`src/rtl/long_fifo_4bit_pkg.sv`:
```
// Shared types and helpers for the long 4-bit FIFO write-side arbiter.
// The round-robin pick function serves arbiters of up to RR_MAX requesters.
package long_fifo_4bit_pkg;

    localparam int NIBBLE_W = 4;
    localparam int RR_MAX   = 16;

    typedef enum logic [1:0] {
        IDLE  = 2'd0,
        HEAD  = 2'd1,
        BURST = 2'd2
    } arb_state_e;

    // First set bit of valid at or above ptr, wrapping mod num. The descending
    // scan lets the smallest offset from ptr win. Returns ptr when none is set.
    function automatic int rr_pick(input logic [RR_MAX-1:0] valid,
                                   input int ptr,
                                   input int num);
        int idx;
        int j;
        idx = ptr;
        for (int k = RR_MAX - 1; k >= 0; k--) begin
            if (k < num) begin
                j = (ptr + k) % num;
                if (valid[j]) idx = j;
            end
        end
        return idx;
    endfunction

endpackage

```
`src/rtl/rr_arbiter_pick.sv`:
```
// Combinational round-robin priority encoder: the first valid index at or
// after ptr, wrapping. Shared by the schedulers in this codebase.
module rr_arbiter_pick
    import long_fifo_4bit_pkg::*;
#(
    parameter int NUM   = 4,
    parameter int IDX_W = $clog2(NUM)
) (
    input  logic [NUM-1:0]   valid,
    input  logic [IDX_W-1:0] ptr,
    output logic [IDX_W-1:0] idx,
    output logic             any
);

    assign idx = IDX_W'(rr_pick(RR_MAX'(valid), int'(ptr), NUM));
    assign any = |valid;

endmodule

```
`src/rtl/long_fifo_4bit_wr_arbiter.sv`:
```
// Round-robin arbiter that multiplexes NUM nibble streams onto one long FIFO
// write port. Define LONG_FIFO_WR_ARB_HEADER_EN to prefix each burst with its channel id.
module long_fifo_4bit_wr_arbiter
    import long_fifo_4bit_pkg::*;
#(
    parameter int NUM       = 4,
    parameter int MAX_BURST = 256,
    parameter int BCNT_W    = $clog2(MAX_BURST + 1)
) (
    input  logic                    clk,
    input  logic                    rst,
    input  logic [NUM-1:0]          s_valid,
    input  logic [NUM*NIBBLE_W-1:0] s_data,
    input  logic [NUM-1:0]          s_last,
    output logic [NUM-1:0]          s_ready,
    output logic [NIBBLE_W-1:0]     fifo_din,
    output logic                    fifo_wr_en,
    input  logic                    fifo_full,
    output logic [NUM-1:0]          grant,
    output logic                    busy
);

    localparam int IDX_W = $clog2(NUM);

    arb_state_e        state_q, state_d;
    logic [IDX_W-1:0]  gidx_q, gidx_d;
    logic [IDX_W-1:0]  rr_ptr_q, rr_ptr_d;
    logic [NUM-1:0]    grant_d;
    logic [BCNT_W-1:0] beat_cnt_q, beat_cnt_d;
    logic [IDX_W-1:0]  pick_idx;
    logic              pick_any;
    logic              beat_acc;
    logic              burst_end;

    rr_arbiter_pick #(
        .NUM   (NUM),
        .IDX_W (IDX_W)
    ) u_pick (
        .valid (s_valid),
        .ptr   (rr_ptr_q),
        .idx   (pick_idx),
        .any   (pick_any)
    );

    always_ff @(posedge clk or posedge rst) begin
        if (rst) begin
            state_q    <= IDLE;
            gidx_q     <= '0;
            grant      <= '0;
            rr_ptr_q   <= '0;
            beat_cnt_q <= '0;
        end else begin
            state_q    <= state_d;
            gidx_q     <= gidx_d;
            grant      <= grant_d;
            rr_ptr_q   <= rr_ptr_d;
            beat_cnt_q <= beat_cnt_d;
        end
    end

    always_comb begin
        state_d    = state_q;
        gidx_d     = gidx_q;
        grant_d    = grant;
        rr_ptr_d   = rr_ptr_q;
        beat_cnt_d = beat_cnt_q;
        s_ready    = '0;
        fifo_wr_en = 1'b0;
        fifo_din   = '0;
        beat_acc   = 1'b0;
        burst_end  = 1'b0;

        case (state_q)
            IDLE: begin
                // Arbitration cycle: nothing is accepted here, even if valid.
                if (pick_any) begin
                    gidx_d     = pick_idx;
                    grant_d    = NUM'(1) << pick_idx;
                    beat_cnt_d = '0;
`ifdef LONG_FIFO_WR_ARB_HEADER_EN
                    state_d    = HEAD;
`else
                    state_d    = BURST;
`endif
                end
            end

`ifdef LONG_FIFO_WR_ARB_HEADER_EN
            HEAD: begin
                fifo_din   = NIBBLE_W'(gidx_q);
                fifo_wr_en = !fifo_full;
                if (!fifo_full) state_d = BURST;
            end
`endif

            BURST: begin
                s_ready[gidx_q] = !fifo_full;
                beat_acc        = s_valid[gidx_q] && !fifo_full;
                fifo_wr_en      = beat_acc;
                fifo_din        = s_data[int'(gidx_q)*NIBBLE_W +: NIBBLE_W];
                if (beat_acc) begin
                    beat_cnt_d = beat_cnt_q + BCNT_W'(1);
                    burst_end  = s_last[gidx_q] ||
                                 (beat_cnt_q == BCNT_W'(MAX_BURST - 1));
                end
                // A forced release may split a packet; the tail waits its turn.
                if (burst_end) begin
                    state_d    = IDLE;
                    grant_d    = '0;
                    beat_cnt_d = '0;
                    rr_ptr_d   = (gidx_q == IDX_W'(NUM - 1)) ? '0
                                                             : gidx_q + IDX_W'(1);
                end
            end

            default: begin
                state_d = IDLE;
                grant_d = '0;
            end
        endcase
    end

    assign busy = (state_q != IDLE);

endmodule

```
`config.mk`:
```
export PLATFORM = sky130hd
export DESIGN_NAME = long_fifo_4bit_wr_arbiter
export DESIGN_NICKNAME = d
export VERILOG_FILES = /design/src/rtl/long_fifo_4bit_pkg.sv /design/src/rtl/rr_arbiter_pick.sv /design/src/rtl/long_fifo_4bit_wr_arbiter.sv
export SDC_FILE = /design/constraint.sdc
export NUM_CORES = 1
export LEC_CHECK = 0
export CAP_MARGIN = 20
export CORE_MARGIN = 2
export CORE_UTILIZATION = 47
export DETAILED_ROUTE_END_ITERATION = 10
export MAX_ROUTING_LAYER = met4
export PLACE_DENSITY = 0.8
export SLEW_MARGIN = 15
export SYNTH_ARGS = -nofsm -noshare
export SYNTH_HDL_FRONTEND = slang
export SYNTH_SLANG_ARGS = --single-unit
export TNS_END_PERCENT = 30
```
`constraint.sdc`:
```
create_clock -name clk -period 2.8 [get_ports clk]
set_input_delay 0.56 -clock clk [delete_from_list [all_inputs] [get_ports clk]]
set_output_delay 0.56 -clock clk [all_outputs]
set_load 0.1 [all_outputs]
```
==> results of run 1 <==
## cell usage in the layout (no fill, tap or decap), types with 2 or more instances in the layout
cell type	n
o31ai_1	2
clkdlybuf4s50_1	26
buf_12	9
inv_1	9
a21oi_1	5
mux4_2	2
o22a_1	4
nor2_1	5
a211o_1	2
nand3_1	2
o21ai_0	2
dfrtp_1	18
a22oi_2	2
a22o_2	2
and2_1	4
mux2_2	3
nor4b_1	5
nor4_1	2
buf_4	9
a22o_1	3
o2bb2ai_1	2
nand2b_1	4
mux4_1	2
nand2_1	6
clkbuf_4	3
and3_1	7
ha_1	6
mux2i_1	2
## layer usage
metal / GRT usage / part of all wire / vias up
li1: - / - / 567
met1: 0.236 / 0.44 / 560
met2: 0.331 / 0.48 / 44
met3: 0.0295 / 0.063 / 5
met4: 0.0698 / 0.013 / 0
met5: - / 0 / -
## final timing paths
| check | start | end | slack, ns | depth (start not counted) |
|---|---|---|---|---|
| setup / recovery | gidx_q[0] | fifo_din[3] | 0.26 | 3 |
| hold / removal | grant[0] | grant[0] | 0.49 | 1 |
| setup reg to reg | beat_cnt_q[0] | rr_ptr_q[1] | 0.27 | 9 |
| hold reg to reg | grant[0] | grant[0] | 0.49 | 1 |
| max in group asynchronous | rst | gidx_q[0] | 1.74 | 2 |
| min in group asynchronous | rst | beat_cnt_q[3] | 0.65 | 2 |
## stage by stage
stage | hold WS (ns) | instance area [um2] | power (mW)
after global placement | 0.462 | 1830 | 1.82
after floorplan | 0.448 | 1350 | 1.45
after detailed placement | 0.472 | 1830 | 1.85
final | 0.493 | 1850 | 1.96
after global routing | 0.526 | 1850 | 2.06
after CTS | 0.496 | 1850 | 1.98
## power by group through the flow
stage | Combinational [mW] | Clock [mW] | Sequential, mW
3_5_place_dp | 1.39 | 0 | 0.460
5_1_grt | 1.45 | 0.138 | 0.474
2_1_floorplan | 0.900 | 0 | 0.555
4_1_cts | 1.39 | 0.129 | 0.455
3_3_place_gp | 1.37 | 0 | 0.456
6_report | 1.38 | 0.123 | 0.456
## sequential cells by signal, summed over array words and instances, names as in the netlist
signal and count:
beat_cnt_q 9, grant 4, gidx_q 2, rr_ptr_q 2, state_q 1
## worst reg2reg max path, stage by stage, from the launching register on
cell and delay [ns]:
dfrtp_1 0.43, ha_1 0.21, and3_1 0.20, and3_1 0.20
and3_1 0.16, ha_1 0.16, nor2b_1 0.06, a22oi_2 0.53
nand2_1 0.18, mux2_2 0.30
## logic make-up (layout without fill, tap and decap cells)
family / after synthesis / count (layout) / synth area share
multiplexers: 10 / 10 / 0.124
buffers and inverters: 16 / 56 / 0.0725
flip-flops: 18 / 18 / 0.335
AND/OR/NAND/NOR: 42 / 42 / 0.197
adder cells (fa/ha/maj): 6 / 6 / 0.0558
AO/OA/AOI/OAI: 34 / 34 / 0.203
XOR/XNOR: 2 / 2 / 0.0130
## area by class of cell
cell class,instances,area share
Clock buffer,3,0.0122
Multi-Input combinational cell,94,0.431
Tap cell,31,0.0210
Sequential cell,18,0.243
Timing Repair Buffer,44,0.275
Inverter,9,0.0183
==> flow_metrics.py, run 1 <==
metrics = {
    "status": {
        "status": "finished clean",
    },
    "layout": {
        "fillCellCount": 215,
        "drive_gt1_frac": 0.208,
        "multi_input_area_um2": 797,
        "antennaDiodeCount": 0,
        "fin_cells": 199,
        "seq_area_um2": 450,
        "layout.nets": 203,
        "utilization": 0.677,
        "area.growth.synth_to_final_pct": 37.6,
    },
    "worst_setup_path": {
        "critPathLaunchType": "register",
        "slowest_delay_ns": 0.69,
        "critPathRequiredTime_ns": 2.24,
        "worstPathMaxFanout": 13,
        "cp_slowest_cell": "dfrtp_1",
        "critPathCaptureType": "output port",
        "crit_type": "reg2out",
        "arrival_ns": 1.98,
        "critical_path_buf_inv_count": 1,
        "path_cells": "mux4_1 > and2_1 > buf_12",
        "cpLargestDelayFamily": "flip-flops",
    },
    "route": {
        "via_per_inst": 5.91,
        "vias": 1176,
        "drtPass1Iterations": 4,
        "post_drt_wl_per_cell_um": 15.0,
        "antenna_left": 0,
        "dr.first_iter.drc_count": 37,
        "wl_um": 2980,
        "drc": 0,
    },
    "synth": {
        "yosysTopAreaCellShare": 0.335,
        "synth-seq-cells": 18,
        "synth-async-reset-ratio": 1.00,
        "synth-main-ff-cell": "dfrtp_1",
        "synth_area_leaders": "dfrtp_1 33%, ha_1 5.6%, mux4_1 3.9%, buf_6 3.3%, mux4_2 3.3%",
        "synth_edf_count": 0,
        "yosysUniqueCellTypes": 47,
        "synth_area_um2": 1350,
        "synth_commonest_cells": "18 x dfrtp_1, 9 x inv_1, 7 x and3_1",
        "yosysSeqAreaShare": 0.335,
        "synth_area_leader_cell": "dfrtp_1",
        "synth_most_common_cell": "dfrtp_1",
        "syn_nets": 161,
        "yosys_warnings": 0,
        "synth_area_per_cell_um2": 10.5,
        "syn_inst": 128,
    },
    "clock_network": {
        "insertion_delay_ns": 0.29,
        "holdBufCountCts": 0,
        "clock_path_buffers": 2,
        "htree_levels": 1,
        "cts.reportedPaths.clkPinSlew_ns": 0.09,
        "cts-buffers-inserted": 3,
        "cts_resized": 0,
        "root_buffer": "clkbuf_4",
        "cts_setup_buffers": 0,
        "clock_sinks": 18,
        "cts_tree": "built",
    },
    "placed_design": {
        "place.gp.congestion": 0.819,
        "dp_hpwl_um": 2360,
        "port_buffers": 40,
        "pre_cts_slack_ns": 0.285,
        "dp.cells": 196,
    },
    "hold_path": {
        "hp-class": "reg2reg",
    },
    "power_and_ir_drop": {
        "swShare": 0.540,
        "power.share.clock": 0.063,
        "powerDensity_nw_per_um2": 1060,
        "comb_power_share": 0.705,
        "p_switching_mw": 1.06,
        "vdd_ir_drop_max_mv": 0.910,
        "internal_power_mw": 0.902,
        "leakagePower_nw": 0.833,
        "power_frac_seq": 0.232,
    },
    "sta": {
        "fmax_ghz": 0.393,
        "slew_violations": 0,
        "setup_slack_ns": 0.257,
        "timing.final.crit_share": 0.908,
        "setup_violations": 0,
        "finalHoldViolCount": 0,
        "rsz0062_at_grt": "false",
        "min_period_ns": 2.54,
        "finalSetupTns_ns": 0,
        "worst_pin_slew_ns": 0.650,
        "skew_ns": 0.00369,
        "slew_headroom": 0.566,
    },
    "die": {
        "die_area_um2": 3310,
        "start_util": 0.492,
        "core_um2": 2730,
        "die_w_um": 57.5,
        "boundaryPins": 41,
        "rows": 19,
        "die_h_um": 57.5,
    },
    "global_route": {
        "grt_pass1_wl_um": 4930,
        "grt_pass1_vias": 1097,
        "grt_overflow_total": 0,
        "grt_max_degree": 19,
        "track_usage": 0.196,
        "antenna_found_initial": 0,
    },
    "job": {
        "max-cap-violations": 0,
    },
}
(Power assumes the default switching activity.)
==> inputs of run 2 (changes only) <==
ABC_AREA = 1   (was unset)
CORE_UTILIZATION = 48   (was 47)
==> flow_metrics.py, run 2 <==
metrics = {
    "worst_setup_path": {
        "critPathRequiredTime_ns": 2.24,
        "cpLargestDelayFamily": "buffers and inverters",
        "crit_type": "in2out",
        "critical_path_buf_inv_count": 5,
        "path_cells": "clkdlybuf4s50_1 > inv_1 > a21oi_1 > o21ai_2 > o21ai_2 > inv_2 > nor2_2 > nand2_2 > inv_2 > buf_12",
        "worstPathMaxFanout": 5,
        "critPathLaunchType": "input port",
        "critPathCaptureType": "output port",
        "cp_slowest_cell": "clkdlybuf4s50_1",
        "crit_path_start": "s_valid[1]",
        "arrival_ns": 1.97,
        "ff2ff_setup_slack_ns": 0.72,
        "rr_startpoint": "beat_cnt_q[0]",
        "slowest_delay_ns": 0.48,
    },
    "route": {
        "drtPass1Iterations": 9,
        "antenna_left": 0,
        "via_per_inst": 5.03,
        "vias": 1453,
        "post_drt_wl_per_cell_um": 11.5,
        "drc": 3,
        "wl_um": 3310,
        "dr.first_iter.drc_count": 96,
    },
    "hold_path": {
        "min_from": "beat_cnt_q[8]",
        "hp-class": "reg2reg",
    },
    "clock_network": {
        "clock_path_buffers": 2,
        "cts-buffers-inserted": 3,
        "holdBufCountCts": 0,
        "cts_resized": 0,
        "root_buffer": "clkbuf_4",
        "htree_levels": 1,
        "cts_setup_buffers": 0,
        "cts_tree": "built",
        "clock_sinks": 18,
        "insertion_delay_ns": 0.29,
        "cts.reportedPaths.clkPinSlew_ns": 0.10,
    },
    "synth": {
        "syn_inst": 218,
        "synth_area_leaders": "dfrtp_1 31%, nand2_1 17%, nand3_1 7.3%, nor2_1 7.1%, inv_1 5.5%",
        "synth_edf_count": 0,
        "synth-seq-cells": 18,
        "syn_nets": 251,
        "synth_area_leader_cell": "dfrtp_1",
        "yosysUniqueCellTypes": 28,
        "yosys_warnings": 0,
        "synth_area_um2": 1430,
        "synth-main-ff-cell": "dfrtp_1",
        "synth-async-reset-ratio": 1.00,
        "synth_commonest_cells": "65 x nand2_1, 27 x nor2_1, 21 x inv_1, 21 x nand3_1, 18 x dfrtp_1",
        "synth_area_per_cell_um2": 6.58,
        "yosysTopAreaCellShare": 0.314,
        "synth_most_common_cell": "nand2_1",
        "yosysSeqAreaShare": 0.314,
    },
    "placed_design": {
        "port_buffers": 40,
        "dp.cells": 285,
        "dp_hpwl_um": 2590,
        "placed_area_um2": 1920,
        "pre_cts_slack_ns": 0.264,
        "place.gp.congestion": 0.858,
    },
    "die": {
        "core_um2": 2810,
        "die_h_um": 58.7,
        "rows": 19,
        "die_area_um2": 3440,
        "boundaryPins": 41,
        "start_util": 0.511,
        "die_w_um": 58.7,
    },
    "layout": {
        "fin_area_um2": 1960,
        "antennaDiodeCount": 0,
        "drive_gt1_frac": 0.163,
        "final_cell_mix": "65 x nand2_1, 27 x nor2_1, 26 x clkdlybuf4s50_1",
        "area.growth.synth_to_final_pct": 36.5,
        "fin_cells": 289,
        "largest_register_ff_count": 9,
        "top_regs": "beat_cnt_q: 9 flops, grant: 4 flops",
        "utilization": 0.698,
        "fillCellCount": 239,
        "layout_commonest_cell": "nand2_1",
        "layout.nets": 292,
        "regMostFlops": "beat_cnt_q",
    },
    "sta": {
        "min_period_ns": 2.53,
        "finalSetupTns_ns": 0,
        "slew_violations": 0,
        "skew_ns": 0.00299,
        "setup_violations": 0,
        "setup_slack_ns": 0.267,
        "fmax_ghz": 0.395,
        "timing.final.crit_share": 0.905,
        "finalHoldViolCount": 0,
        "rsz0062_at_grt": "false",
        "slew_headroom": 0.555,
        "worst_pin_slew_ns": 0.667,
        "whs_ns": 0.480,
    },
    "power_and_ir_drop": {
        "vdd_ir_drop_max_mv": 0.787,
        "powerDensity_nw_per_um2": 1240,
        "leakagePower_nw": 1.02,
        "finalPower_mw": 2.43,
    },
    "global_route": {
        "grt_max_degree": 19,
        "grt_pass1_vias": 1301,
        "antenna_found_initial": 0,
        "grt_overflow_total": 0,
        "track_usage": 0.216,
        "grt_pass1_wl_um": 5660,
    },
    "job": {
        "max-cap-violations": 0,
    },
    "status": {
        "status": "complete, but fails checks",
        "failed_checks": "design-rule violations",
    },
}
## run 2: cell types whose count changed in the layout (fill, tap and decap cells not counted), sizes merged, moves of 5 or more
cell / before / now
nand3: 2 / 21
nand2: 6 / 72
o21ai: 2 / 19
a22o: 5 / 0
nor2: 5 / 31
inv: 9 / 29
nor4b: 5 / 0
and3: 7 / 1
## run 2: worst paths after layout
check	to	depth (start not counted)
min in group asynchronous	beat_cnt_q[3]	2
max in group asynchronous	grant[2]	2
worst max-delay path	fifo_wr_en	10
worst min-delay path	beat_cnt_q[8]	2
worst min register to register	beat_cnt_q[8]	2
worst max register to register	grant[0]	11
## run 2: cell families after synthesis
| logic type | synth area share |
|---|---|
| AO/OA/AOI/OAI | 0.106 |
| adder cells (fa/ha/maj) | 0.0524 |
| buffers and inverters | 0.100 |
| AND/OR/NAND/NOR | 0.391 |
| XOR/XNOR | 0.0366 |
| flip-flops | 0.314 |
## run 2: final cells by class
type	count	area, um2	share of cell area
flip-flops and latches	18	450	0.230
multi-input cells	167	840	0.429
well taps	31	38.8	0.0198
repair buffers	40	478	0.244
clock buffers	4	36.3	0.0185
inverters	29	114	0.0582
## run 2: layer usage
layer  up-vias  GRT usage  share of wire  wire length (um)
li1        763          -              -                 -
met1       649      0.291           0.47              1560
met2        37      0.347           0.48              1580
met3         4     0.0352          0.046               153
met4         0     0.0422         0.0084                28
met5         -          -              0                 0
## run 2: where the power goes
part	internal, mW	switching, mW
sequential	0.328	0.129
clock	0.0792	0.0815
combinational	0.573	1.23
total	0.980	1.45
## run 2: tightest hold or removal path: stages (launching register included)
cell and delay [ns]:
dfrtp_1 0.36, nand2_1 0.05, nand2_1 0.05
==> inputs of run 3 (changes only) <==
SLEW_MARGIN = 5   (was 15)
==> results of run 3 <==
Same layout as run 2: the final DEF is identical, and so are final timing and power.
